$ cat config.mk
export PLATFORM = sky130hd
export DESIGN_NAME = multiword_add_ctrl
export DESIGN_NICKNAME = d
export VERILOG_FILES = /design/src/rtl/multiword_add_pkg.sv /design/src/rtl/fulladder.sv /design/src/rtl/multiword_add_ctrl.sv
export SDC_FILE = /design/constraint.sdc
export NUM_CORES = 1
export LEC_CHECK = 0
export ABC_AREA = 1
export ABC_CLOCK_PERIOD_IN_PS = 1700
export CORE_UTILIZATION = 44
export DETAILED_ROUTE_END_ITERATION = 10
export MAX_ROUTING_LAYER = met4
export PLACE_DENSITY = 0.87
export SKIP_CTS_REPAIR_TIMING = 1
export SYNTH_ARGS = -nofsm -noshare
export SYNTH_HDL_FRONTEND = slang
export SYNTH_SLANG_ARGS = --single-unit
$ cat constraint.sdc
create_clock -name clk -period 1.7 [get_ports clk]
set_input_delay 0.255 -clock clk [delete_from_list [all_inputs] [get_ports clk]]
set_output_delay 0.255 -clock clk [all_outputs]
set_load 0.01 [all_outputs]
$ cat src/rtl/multiword_add_pkg.sv
// Shared types and width helpers for the multi-word chunked adder sequencer.
package multiword_add_pkg;

  typedef enum logic [1:0] {
    IDLE = 2'd0,
    RUN  = 2'd1,
    DONE = 2'd2
  } state_t;

  function automatic int op_w_f(input int chunk_w, input int num_chunks);
    return chunk_w * num_chunks;
  endfunction

  function automatic int idx_w_f(input int num_chunks);
    return (num_chunks > 1) ? $clog2(num_chunks) : 1;
  endfunction

endpackage

$ cat src/rtl/fulladder.sv
// Narrow ripple adder used as the per-chunk datapath; width is the MSB index.
module fulladder #(
  parameter int width = 3
) (
  input  logic [width:0] a,
  input  logic [width:0] b,
  input  logic           ci,
  output logic [width:0] s,
  output logic           co
);

  logic [width+1:0] tot;

  assign tot = {1'b0, a} + {1'b0, b} + {{(width + 1){1'b0}}, ci};
  assign s   = tot[width:0];
  assign co  = tot[width+1];

endmodule

$ cat src/rtl/multiword_add_ctrl.sv
// Adds two wide operands one chunk per cycle through a single narrow adder.
// Optional MULTIWORD_ADD_SUB_EN adds a 'sub' input for A - B.
//
// state | meaning
// IDLE  | waiting for operands, in_ready high
// RUN   | one chunk added per cycle, LSB chunk first
// DONE  | result held until out_ready
module multiword_add_ctrl
  import multiword_add_pkg::*;
#(
  parameter int  CHUNK_W    = 4,
  parameter int  NUM_CHUNKS = 4,
  localparam int OP_W       = op_w_f(CHUNK_W, NUM_CHUNKS),
  localparam int IDX_W      = idx_w_f(NUM_CHUNKS)
) (
  input  logic            clk,
  input  logic            rst,
  input  logic            in_valid,
  output logic            in_ready,
  input  logic [OP_W-1:0] op_a,
  input  logic [OP_W-1:0] op_b,
  input  logic            c_in,
`ifdef MULTIWORD_ADD_SUB_EN
  input  logic            sub,
`endif
  output logic            out_valid,
  input  logic            out_ready,
  output logic [OP_W-1:0] sum,
  output logic            c_out,
  output logic            busy
);

  state_t            state_q, state_d;
  logic [OP_W-1:0]   a_sh_q, a_sh_d;
  logic [OP_W-1:0]   b_sh_q, b_sh_d;
  logic [OP_W-1:0]   sum_q, sum_d;
  logic [IDX_W-1:0]  idx_q, idx_d;
  logic              carry_q, carry_d;
  logic              c_out_q, c_out_d;
  logic [CHUNK_W-1:0] chunk_b;
  logic [CHUNK_W-1:0] chunk_s;
  logic              chunk_co;
  logic              init_carry;

`ifdef MULTIWORD_ADD_SUB_EN
  logic sub_q, sub_d;

  // Subtraction is two's complement: invert B chunks and seed the carry with 1.
  assign chunk_b    = b_sh_q[CHUNK_W-1:0] ^ {CHUNK_W{sub_q}};
  assign init_carry = sub ? 1'b1 : c_in;
`else
  assign chunk_b    = b_sh_q[CHUNK_W-1:0];
  assign init_carry = c_in;
`endif

  fulladder #(
    .width(CHUNK_W - 1)
  ) u_chunk_add (
    .a (a_sh_q[CHUNK_W-1:0]),
    .b (chunk_b),
    .ci(carry_q),
    .s (chunk_s),
    .co(chunk_co)
  );

  assign in_ready  = (state_q == IDLE);
  assign busy      = (state_q == RUN);
  assign out_valid = (state_q == DONE);
  assign sum       = sum_q;
  assign c_out     = c_out_q;

  always_comb begin
    state_d = state_q;
    a_sh_d  = a_sh_q;
    b_sh_d  = b_sh_q;
    sum_d   = sum_q;
    idx_d   = idx_q;
    carry_d = carry_q;
    c_out_d = c_out_q;
`ifdef MULTIWORD_ADD_SUB_EN
    sub_d   = sub_q;
`endif
    case (state_q)
      IDLE: begin
        if (in_valid) begin
          a_sh_d  = op_a;
          b_sh_d  = op_b;
          carry_d = init_carry;
          idx_d   = '0;
`ifdef MULTIWORD_ADD_SUB_EN
          sub_d   = sub;
`endif
          state_d = RUN;
        end
      end
      RUN: begin
        sum_d[int'(idx_q) * CHUNK_W +: CHUNK_W] = chunk_s;
        carry_d = chunk_co;
        a_sh_d  = a_sh_q >> CHUNK_W;
        b_sh_d  = b_sh_q >> CHUNK_W;
        if (idx_q == IDX_W'(NUM_CHUNKS - 1)) begin
          c_out_d = chunk_co;
          state_d = DONE;
        end else begin
          idx_d = idx_q + IDX_W'(1);
        end
      end
      DONE: begin
        if (out_ready) state_d = IDLE;
      end
      default: state_d = IDLE;
    endcase
  end

  always_ff @(posedge clk) begin
    if (rst) begin
      state_q <= IDLE;
      a_sh_q  <= '0;
      b_sh_q  <= '0;
      sum_q   <= '0;
      idx_q   <= '0;
      carry_q <= 1'b0;
      c_out_q <= 1'b0;
`ifdef MULTIWORD_ADD_SUB_EN
      sub_q   <= 1'b0;
`endif
    end else begin
      state_q <= state_d;
      a_sh_q  <= a_sh_d;
      b_sh_q  <= b_sh_d;
      sum_q   <= sum_d;
      idx_q   <= idx_d;
      carry_q <= carry_d;
      c_out_q <= c_out_d;
`ifdef MULTIWORD_ADD_SUB_EN
      sub_q   <= sub_d;
`endif
    end
  end

endmodule
Word level (Yosys, flattened, before mapping)
Cells that the tools add are included.
{ "classes": {"addsub": 4, "eq_ne": 7, "shift": 2, "mux": 14, "reduce_logical": 6} }
{ "op_table": {"columns": ["cell", "count"], "rows": [
  ["$pmux W16 S2", 2],
  ["$neg A4 Y33", 1],
  ["$shift A4 B33 Y16 const A", 1],
  ["$shiftx A4 B33 Y16", 1],
  ["$mux W16", 2],
  ["$bwmux W16", 1],
  ["$mux W2", 5],
  ["$pmux W2 S3", 1],
  ["$reduce_and A3 Y1", 2],
  ["$add A4 B4 Y5", 1],
  ["$add A5 B1 Y5", 1],
  ["$eq A2 B2 Y1 const B", 2],
  ["$ne A2 B1 Y1 const B", 2],
  ["$ne A2 B2 Y1 const B", 2],
  ["$pmux W2 S2", 1],
  ["$reduce_and A2 Y1", 2],
  ["$add A2 B1 Y2 const B", 1],
  ["$eq A2 B1 Y1 const B", 1],
  ["$logic_not A2 Y1", 1],
  ["$pmux W1 S2", 1],
  ["$reduce_bool A2 Y1", 1],
  ["$mux W1", 1]
]} }
{ "word_totals": {"reg_bits": 54, "in_bits": 37, "out_inout_bits": 20} }

Longest topological paths before layout
Gate-level depths: netlist (run 1).
{ "logic_depth": {"word_depth": 4, "depth_mapped": 7, "depth_no_buf": 7} }

By module
A second synthesis (run 1) with hierarchy kept.
{ "hier_totals": {"hier_cells": 434, "hier_area_um2": 2742.6} }
{ "by_module_without_submodules": {"columns": ["module", "n_inst", "cells_per_inst", "area_each_um2", "seq_area_each_um2"], "rows": [
  ["multiword_add_ctrl", 1, 409, 2577.5, 1081.0],
  ["fulladder", 1, 25, 165.2, 0.0]
]} }

Worst setup path after synthesis (run 1)
Ideal clock, no wire load.
{ "synth_path": {"path_type": "reg-to-reg", "start": "register a_sh_q[0]", "end": "register sum_q[14] (netlist: sum[14])", "arrival_time_ns": 1.688, "path_slack_ns": -0.053, "path_stages_with_launch": 8, "path_buffers": 0, "synth_period_minus_slack_ns": 1.753, "path_cell_list": "dfxtp_1 fa_1 fa_1 xor2_1 nand2_1 nor2_1 a22oi_1 nor2_1"} }
{ "synth_between": {"elab_chain_cells": 4} }
{ "synth_rtl": {"columns": ["element", "line", "source"], "rows": [
  ["from (decl)", "multiword_add_ctrl.sv:34", "logic [OP_W-1:0] a_sh_q, a_sh_d;"],
  ["from (signal assigned)", "multiword_add_ctrl.sv:129", "a_sh_q <= a_sh_d;"],
  ["$add A4 B4 Y5", "fulladder.sv:14", "assign tot = {1'b0, a} + {1'b0, b} + {{(width + 1){1'b0}}, ci};"],
  ["$add A5 B1 Y5", "fulladder.sv:14", null],
  ["$shiftx A4 B33 Y16", "multiword_add_ctrl.sv:97", "sum_d[int'(idx_q) * CHUNK_W +: CHUNK_W] = chunk_s;"],
  ["$bwmux W16", "multiword_add_ctrl.sv:97", null],
  ["to (signal assigned)", "multiword_add_ctrl.sv:131", "sum_q <= sum_d;"],
  ["to (decl)", "multiword_add_ctrl.sv:36", "logic [OP_W-1:0] sum_q, sum_d;"]
]} }
Every way passes these cells.
A chain may end at the register's enable or synchronous reset.

Worst setup path after layout (run 1)
Ends and elaborated chain as after synthesis.

==> results of run 1 <==
-- cells by family after synthesis --
kind of cell	Yosys count	synth area share, %
simple gates	131	22.8
fa+ha+maj	11	6.39
flops	54	45.3
xor+xnor	1	0.367
buf+inv	30	6.13
compound gates	82	19.0
-- critical path: cells and delay by family, from the launching register on --
kind	cells	cell delay (ns)
compound gates	1	0.16
xor+xnor	1	0.17
fa+ha+maj	2	0.77
flops	1	0.34
simple gates	3	0.21
-- state kept, by name, summed over array words and instances (netlist names) --
name,flops
b_sh_q,16
a_sh_q,16
sum,16
idx_q,2
c_out,1
state_q,2
carry_q,1
-- synth_stat cells, drive strengths merged --
cell type	n	area, sq um
fa	2	40.0
a21oi	26	130
nand3	9	45.0
inv	13	51.3
nand4	2	12.5
nand2	103	404
clkinv	2	7.51
o21bai	1	7.51
xor2	1	8.76
nor3	1	16.3
ha	9	113
a31oi	25	156
buf	9	65.1
o21ai	26	130
nor2	16	67.6
dfxtp	54	1080
a22oi	4	30.0
clkbuf	6	22.5
-- worst max path at each step --
stage	startpoint	to	slack, ns	cells after the start
floorplan	a_sh_q[0]	sum[14]	0.01	7
global placement	a_sh_q[0]	sum[6]	0.004	7
detailed placement	a_sh_q[0]	sum[6]	-0.06	7
CTS	a_sh_q[0]	sum[6]	-0.12	7
global route	a_sh_q[0]	sum[14]	-0.10	7
finish	a_sh_q[0]	sum[14]	-0.06	7
-- routing by layer --
layer  global-route usage, %  share of wire (%)
met1                    24.9                 41
met2                    37.0                 50
met3                    4.76                5.9
met4                    9.67                2.7
met5                       -                  0
-- area by class of cell --
type	instances	area share [%]
Tap cell	70	2.76
Timing Repair Buffer	64	20.2
Clock buffer	7	2.41
Sequential cell	54	34.2
Inverter	15	1.93
Multi-Input combinational cell	225	37.5
Clock inverter	1	0.947
-- power groups by stage --
| stage | logic, mW | registers, mW | clock network [mW] |
|---|---|---|---|
| 4_1_cts | 0.573 | 1.41 | 0.861 |
| 5_1_grt | 0.657 | 1.43 | 0.909 |
| 3_5_place_dp | 0.566 | 1.44 | 0 |
| 2_1_floorplan | 0.360 | 1.43 | 0 |
| 3_3_place_gp | 0.552 | 1.44 | 0 |
| 6_report | 0.596 | 1.41 | 0.859 |
==> results by group, run 1 <==
Critical path
  – Worst reg-to-reg setup slack: -0.06 ns
  – Critical Path RT: 1.91 ns
  – CP most frequent cell: fa_2
  – RR Startpoint: a_sh_q[0]
  – Crit-path slowest cell: fa_2
  – CP Capture Type: register
  – CP Class: register to register
  – Crit-path max FO: 2
  – Critical R2R Capture: sum[14]
  – Worst Path Arrival: 1.97 ns
  – Crit-path max cell delay: 0.40 ns
  – CP cell instances: fa_2 > fa_2 > xor2_2 > nand2_1 > nor2_2 > a22oi_1 > nor2_1
  – Reg2Reg Depth: 7
  – CP Launch Type: register

Worst hold path
  – WHS Path Cells: 2
  – HP Class: register to register
  – Hold Startpoint: sum[12]
  – Min-Delay Endpoint: sum[12]

Routing
  – Iteration-0 DRC Markers: 161
  – 1st-pass router iterations: 4
  – Drt drc: 0
  – WL/cell: 13.3 um
  – Vias post-DR: 2,321
  – Routed WL: 5.79 mm
  – Post-DRT Antenna Nets: 0
  – Avg Vias per Cell: 5.32

Power and ir drop
  – Switching power: 814 uW
  – Logic pwr share: 20.8%
  – Leakage power: around 1.2 nW
  – Pwr Density: about 910 nW/um^2
  – Pint: 2.06 mW
  – Switching share of total power: 28.4%
  – Flop pwr share: about half
  – Final Power: 2.87 mW
  – Clock share of power: 29.9%
  – VDD IR max: 0.385 mV

STA
  – Post-Route Skew: 0.00867 ns
  – Worst-margin pin slew: 0.294 ns
  – Fmax: 0.570 GHz
  – RSZ-0062 raised after global routing: true
  – Fin worst setup slack: -0.0557 ns
  – Final TNS setup: -0.156 ns
  – Final Hold Vio Count: 0
  – Slew headroom: 80.4%
  – Fin crit period: 1.76 ns
  – Period utilization: 103%
  – Fin. max-slew vios: 0
  – Worst hold margin: 0.468 ns
  – Final setup violation count: 5

Yosys
  – Sequential area share after synthesis: 45.3%
  – Library cells used by synthesis: 27
  – Ys Warns: 0
  – Mean post-synth cell area: 7.73 sq um
  – FF+latch count, synth: 54
  – Post-Syn Area: 2390 sq um
  – Syn Inst Count: just over 300
  – Synthesized Nets: 357

Layout
  – Diodes inserted: 0
  – Storage element area: 1080 sq um
  – Multi-input combinational cell area: 1190 sq um
  – Synth-to-Final Area Change: 32.7%
  – Finished Core Util: 61.3%
  – Commonest non-fill, non-tap cell in the layout: nand2_1
  – Share of layout cells above drive strength 1: 9.84%
  – Final #Nets: 413
  – Finished Layout Cells: 436
  – Fin area: about 3200 sq um
  – Most used cells in the layout excluding fill and tap cells: nand2_1, clkdlybuf4s50_1, dfxtp_1
  – # fillers: 446

Place
  – HPWL after DPL: 4.02 mm
  – DP Area: 3020 sq um
  – Placed instance count: around 430
  – Dpl ws: -0.0571 ns
  – GPL Wtd Cong: 0.927
  – Port Buffers: 56

Clocking
  – Clock slew at reported path FFs: approximately 0.10 ns
  – Max clock buf depth: 2
  – Htree depth: 2
  – Clock latency on the worst-skew pair: 0.32 ns
  – Total clock sinks: 54
  – Root Buffer: clkbuf_8
  – CTS tree: yes
  – Number of CTS-inserted buffers: 5

Floorplanning
  – Die width: 75.7 um
  – Die ar.: 5730 sq um
  – IO Pins: 57
  – Core area: 5170 sq um
  – Initial Util: 46.2%
  – # rows: 26
  – Die height: approximately 76 um

Global route
  – Vias in the first global route: 2,102
  – Total GRT Usage: 21.9%
  – First-pass GRT wire length: 9.10 mm
  – Antenna violations before repair: 0
  – Largest net degree at the start of global routing: between 40 and 50
  – Grt ovf: 0

Outcome
  – Failing checks: setup timing
  – Status: complete, but fails checks

Flow run
  – Max Cap Viol: 0
Note: power is estimated with default switching activity, not from simulation.
==> run 2: changes to the inputs <==
Settings changed: CORE_UTILIZATION 44 to 46, PLACE_DENSITY 0.87 to 0.78, SYNTH_HIERARCHICAL from default to 1, TNS_END_PERCENT from default to 1.
==> run 2 against run 1 <==
Net effect: the run now ends clean; sequential power is essentially flat; die area up 9.6%; flip-flop and latch count is the same; setup slack better by 0.076 ns; critical endpoint is now sum[6]; largest cell class unchanged.
==> results by group, run 2 <==
Outcome
  – Status: completed

Yosys
  – Synth top cells by count: nand2_1, nor2_1, dfxtp_1
  – Mux contribution to synthesized area: 0%
  – Post-Syn Area: 2740 sq um
  – Xor-xnor portion of the synthesized cell area: less than 1%
  – Library cells used by synthesis: 20
  – Count leader, synth: nand2_1
  – Syn Inst Count: approximately 430
  – Largest family of logic cells by synthesized area: simple AND/OR/NAND/NOR gates
  – Ys async rst share: 0%
  – Count of flip-flops with a built-in enable after synthesis: 0
  – Ranking of synthesized cells by area: dfxtp_1, nand2_1, nor2_1
  – Synth Area in Compound Gates: 8.53%
  – Sequential area share after synthesis: 39.4%
  – Post-synthesis simple-gate area fraction: 36.2%
  – Mean post-synth cell area: around 6.3 sq um
  – Synthesized Nets: 481
  – FF+latch count, synth: 54
  – Cell taking the most area after synthesis: dfxtp_1
  – Ys Warns: 6
  – Ys flop type: dfxtp_1
  – Area fraction of the dominant cell type after synthesis: 39.4%
  – Adder-cell area share of the yosys netlist: roughly 5%

STA
  – Fin. max-slew vios: 0
  – Post-Route Skew: 0.0124 ns
  – Worst-margin pin slew: around 0.34 ns
  – Fin crit period: around 1.7 ns
  – RSZ-0062 raised after global routing: true
  – Final setup violation count: 0
  – Fmax: 0.595 GHz
  – Fin worst setup slack: 0.0205 ns
  – Final Hold Vio Count: 0
  – Slew headroom: 77.1%
  – Period utilization: 98.8%

Global route
  – First-pass GRT wire length: 10.0 mm
  – Grt ovf: 0
  – Antenna violations before repair: 0
  – Largest net degree at the start of global routing: about 60
  – Vias in the first global route: 2,352
  – Total GRT Usage: 20.6%

Worst hold path
  – Hold Startpoint: b_sh_q[13]
  – HP Class: register to register
  – Min-Delay Endpoint: b_sh_q[13]
  – WHS Path Cells: 2

Place
  – Port Buffers: 56
  – GPL Wtd Cong: approximately 0.86
  – Placed instance count: 554
  – Dpl ws: -0.0303 ns
  – HPWL after DPL: 4.11 mm

Power and ir drop
  – Final Power: around 2.9 mW
  – Clock share of power: 26.3%
  – VDD IR max: about 0.43 mV
  – Pint: around 2 mW
  – Pwr Density: approximately 810 nW/um^2
  – Switching share of total power: between 30% and 40%
  – Logic pwr share: 24.8%
  – Switching power: 861 uW
  – Leakage power: 1.66 nW
  – Flop pwr share: between 40 and 50%

Routing
  – Drt drc: 0
  – Vias post-DR: roughly 2,600
  – Iteration-0 DRC Markers: 127
  – Avg Vias per Cell: 4.69
  – 1st-pass router iterations: 4
  – Post-DRT Antenna Nets: 0
  – Routed WL: ~6.0 mm
  – WL/cell: ~11 um

Layout
  – Diodes inserted: 0
  – Share of layout cells above drive strength 1: 7.55%
  – Most used cells in the layout excluding fill and tap cells: nand2_1, nor2_1, clkdlybuf4s50_1
  – Final #Nets: 536
  – Finished Layout Cells: 562
  – Commonest non-fill, non-tap cell in the layout: nand2_1
  – Synth-to-Final Area Change: 29.0%
  – Finished Core Util: 62.7%

Critical path
  – Buffer and inverter count on the worst path: 1
  – Worst reg-to-reg setup slack: 0.02 ns
  – Crit-path slowest cell: dfxtp_2
  – CP Launch Type: register
  – RR Startpoint: carry_q
  – Critical Path RT: 1.94 ns
  – Reg2Reg Depth: 8
  – CP Capture Type: register
  – CP cell instances: fa_2 > inv_2 > fa_2 > xnor2_2 > nand2_1 > nor2_2 > nand2_1 > a21oi_1
  – Crit-path max cell delay: approximately 0.36 ns
  – CP Class: register to register
  – Cell family with most CP delay: adder cells
  – Worst Path Arrival: between 1.5 and 2 ns
  – Crit-path max FO: 3
  – Critical R2R Capture: sum[6]

Clocking
  – Total clock sinks: 54
  – CTS tree: yes
  – Clock latency on the worst-skew pair: 0.31 ns
  – Clock slew at reported path FFs: 0.10 ns
  – Number of CTS-inserted buffers: 5
  – Htree depth: 2
  – Max clock buf depth: 2
  – Root Buffer: clkbuf_8

Floorplanning
  – Die height: about 79 um
  – IO Pins: 57
  – Core area: 5640 sq um
  – Initial Util: 48.6%
  – Die width: 79.2 um
  – Die ar.: 6280 sq um
  – # rows: 27

Flow run
  – Max Cap Viol: 0
run 2: cell count changes after synthesis, sizes merged, moves of 2 or more:
cell	before	now
a21oi	26	21
nor2	16	88
nand3	9	11
clkinv	2	0
a22oi	4	0
nand2	103	153
buf	9	12
inv	13	52
a31oi	25	0
run 2: tightest hold or removal path, cell delays in order (launching register included):
cell and delay [ns]:
dfxtp_1 0.32, nand2_1 0.06, a21oi_1 0.05
run 2: power by group through the flow:
stage | registers, mW | logic, mW | clock network (mW)
4_1_cts | 1.39 | 0.691 | 0.777
5_1_grt | 1.40 | 0.800 | 0.825
6_report | 1.39 | 0.707 | 0.751
2_1_floorplan | 1.42 | 0.450 | 0
3_5_place_dp | 1.42 | 0.685 | 0
3_3_place_gp | 1.42 | 0.678 | 0
run 2: layer usage:
metal | up-vias | track usage (%) | share of wire (%)
met5 | - | - | 0
met4 | 0 | 6.55 | 0.95
met3 | 6 | 2.53 | 5.0
met2 | 69 | 32.9 | 46
met1 | 1149 | 27.0 | 48
li1 | 1413 | - | -
run 2: cell type report:
type	instances	area, sq um
inverters	52	195
well taps	72	90.1
repair buffers	65	671
multi-input cells	311	1400
flip-flops and latches	54	1090
clock inverters	2	12.5
fillers	534	2100
clock buffers	6	82.6
run 2: worst max path at each step:
stage	startpoint	endpoint	slack, ns	cells past startpoint
after floorplan	a_sh_q[0]	sum[13]	0.06	8
after global placement	a_sh_q[0]	sum[9]	0.02	8
after detailed placement	a_sh_q[0]	sum[9]	-0.03	8
after CTS	a_sh_q[0]	sum[9]	-0.06	8
after global routing	carry_q	sum[5]	-0.05	8
final	carry_q	sum[6]	0.02	8
run 2: cell families (layout without fill, tap and decap cells):
group | after synthesis | in the layout
DFF | 54 | 54
AOI/OAI and AO/OA | 46 | 46
xor gates and xnor gates | 1 | 1
buffers and inverters | 69 | 125
adders and majority gates | 10 | 10
and+or+nand+nor | 254 | 254
run 2: per-stage QoR:
step           setup TNS [ns]  instance area, sq um  hold slack, ns
3_3_place_gp                0                  3410           0.455
2_1_floorplan               0                  2740           0.324
5_1_grt                -0.167                  3540           0.486
3_5_place_dp          -0.0643                  3410           0.458
6_report                    0                  3540           0.469
4_1_cts                -0.261                  3510           0.473
==> run 3: changes to the inputs <==
Settings changed: HOLD_SLACK_MARGIN from default to 0.05.
==> results of run 3 <==
Final layout, timing and power as in run 2 (identical DEF).
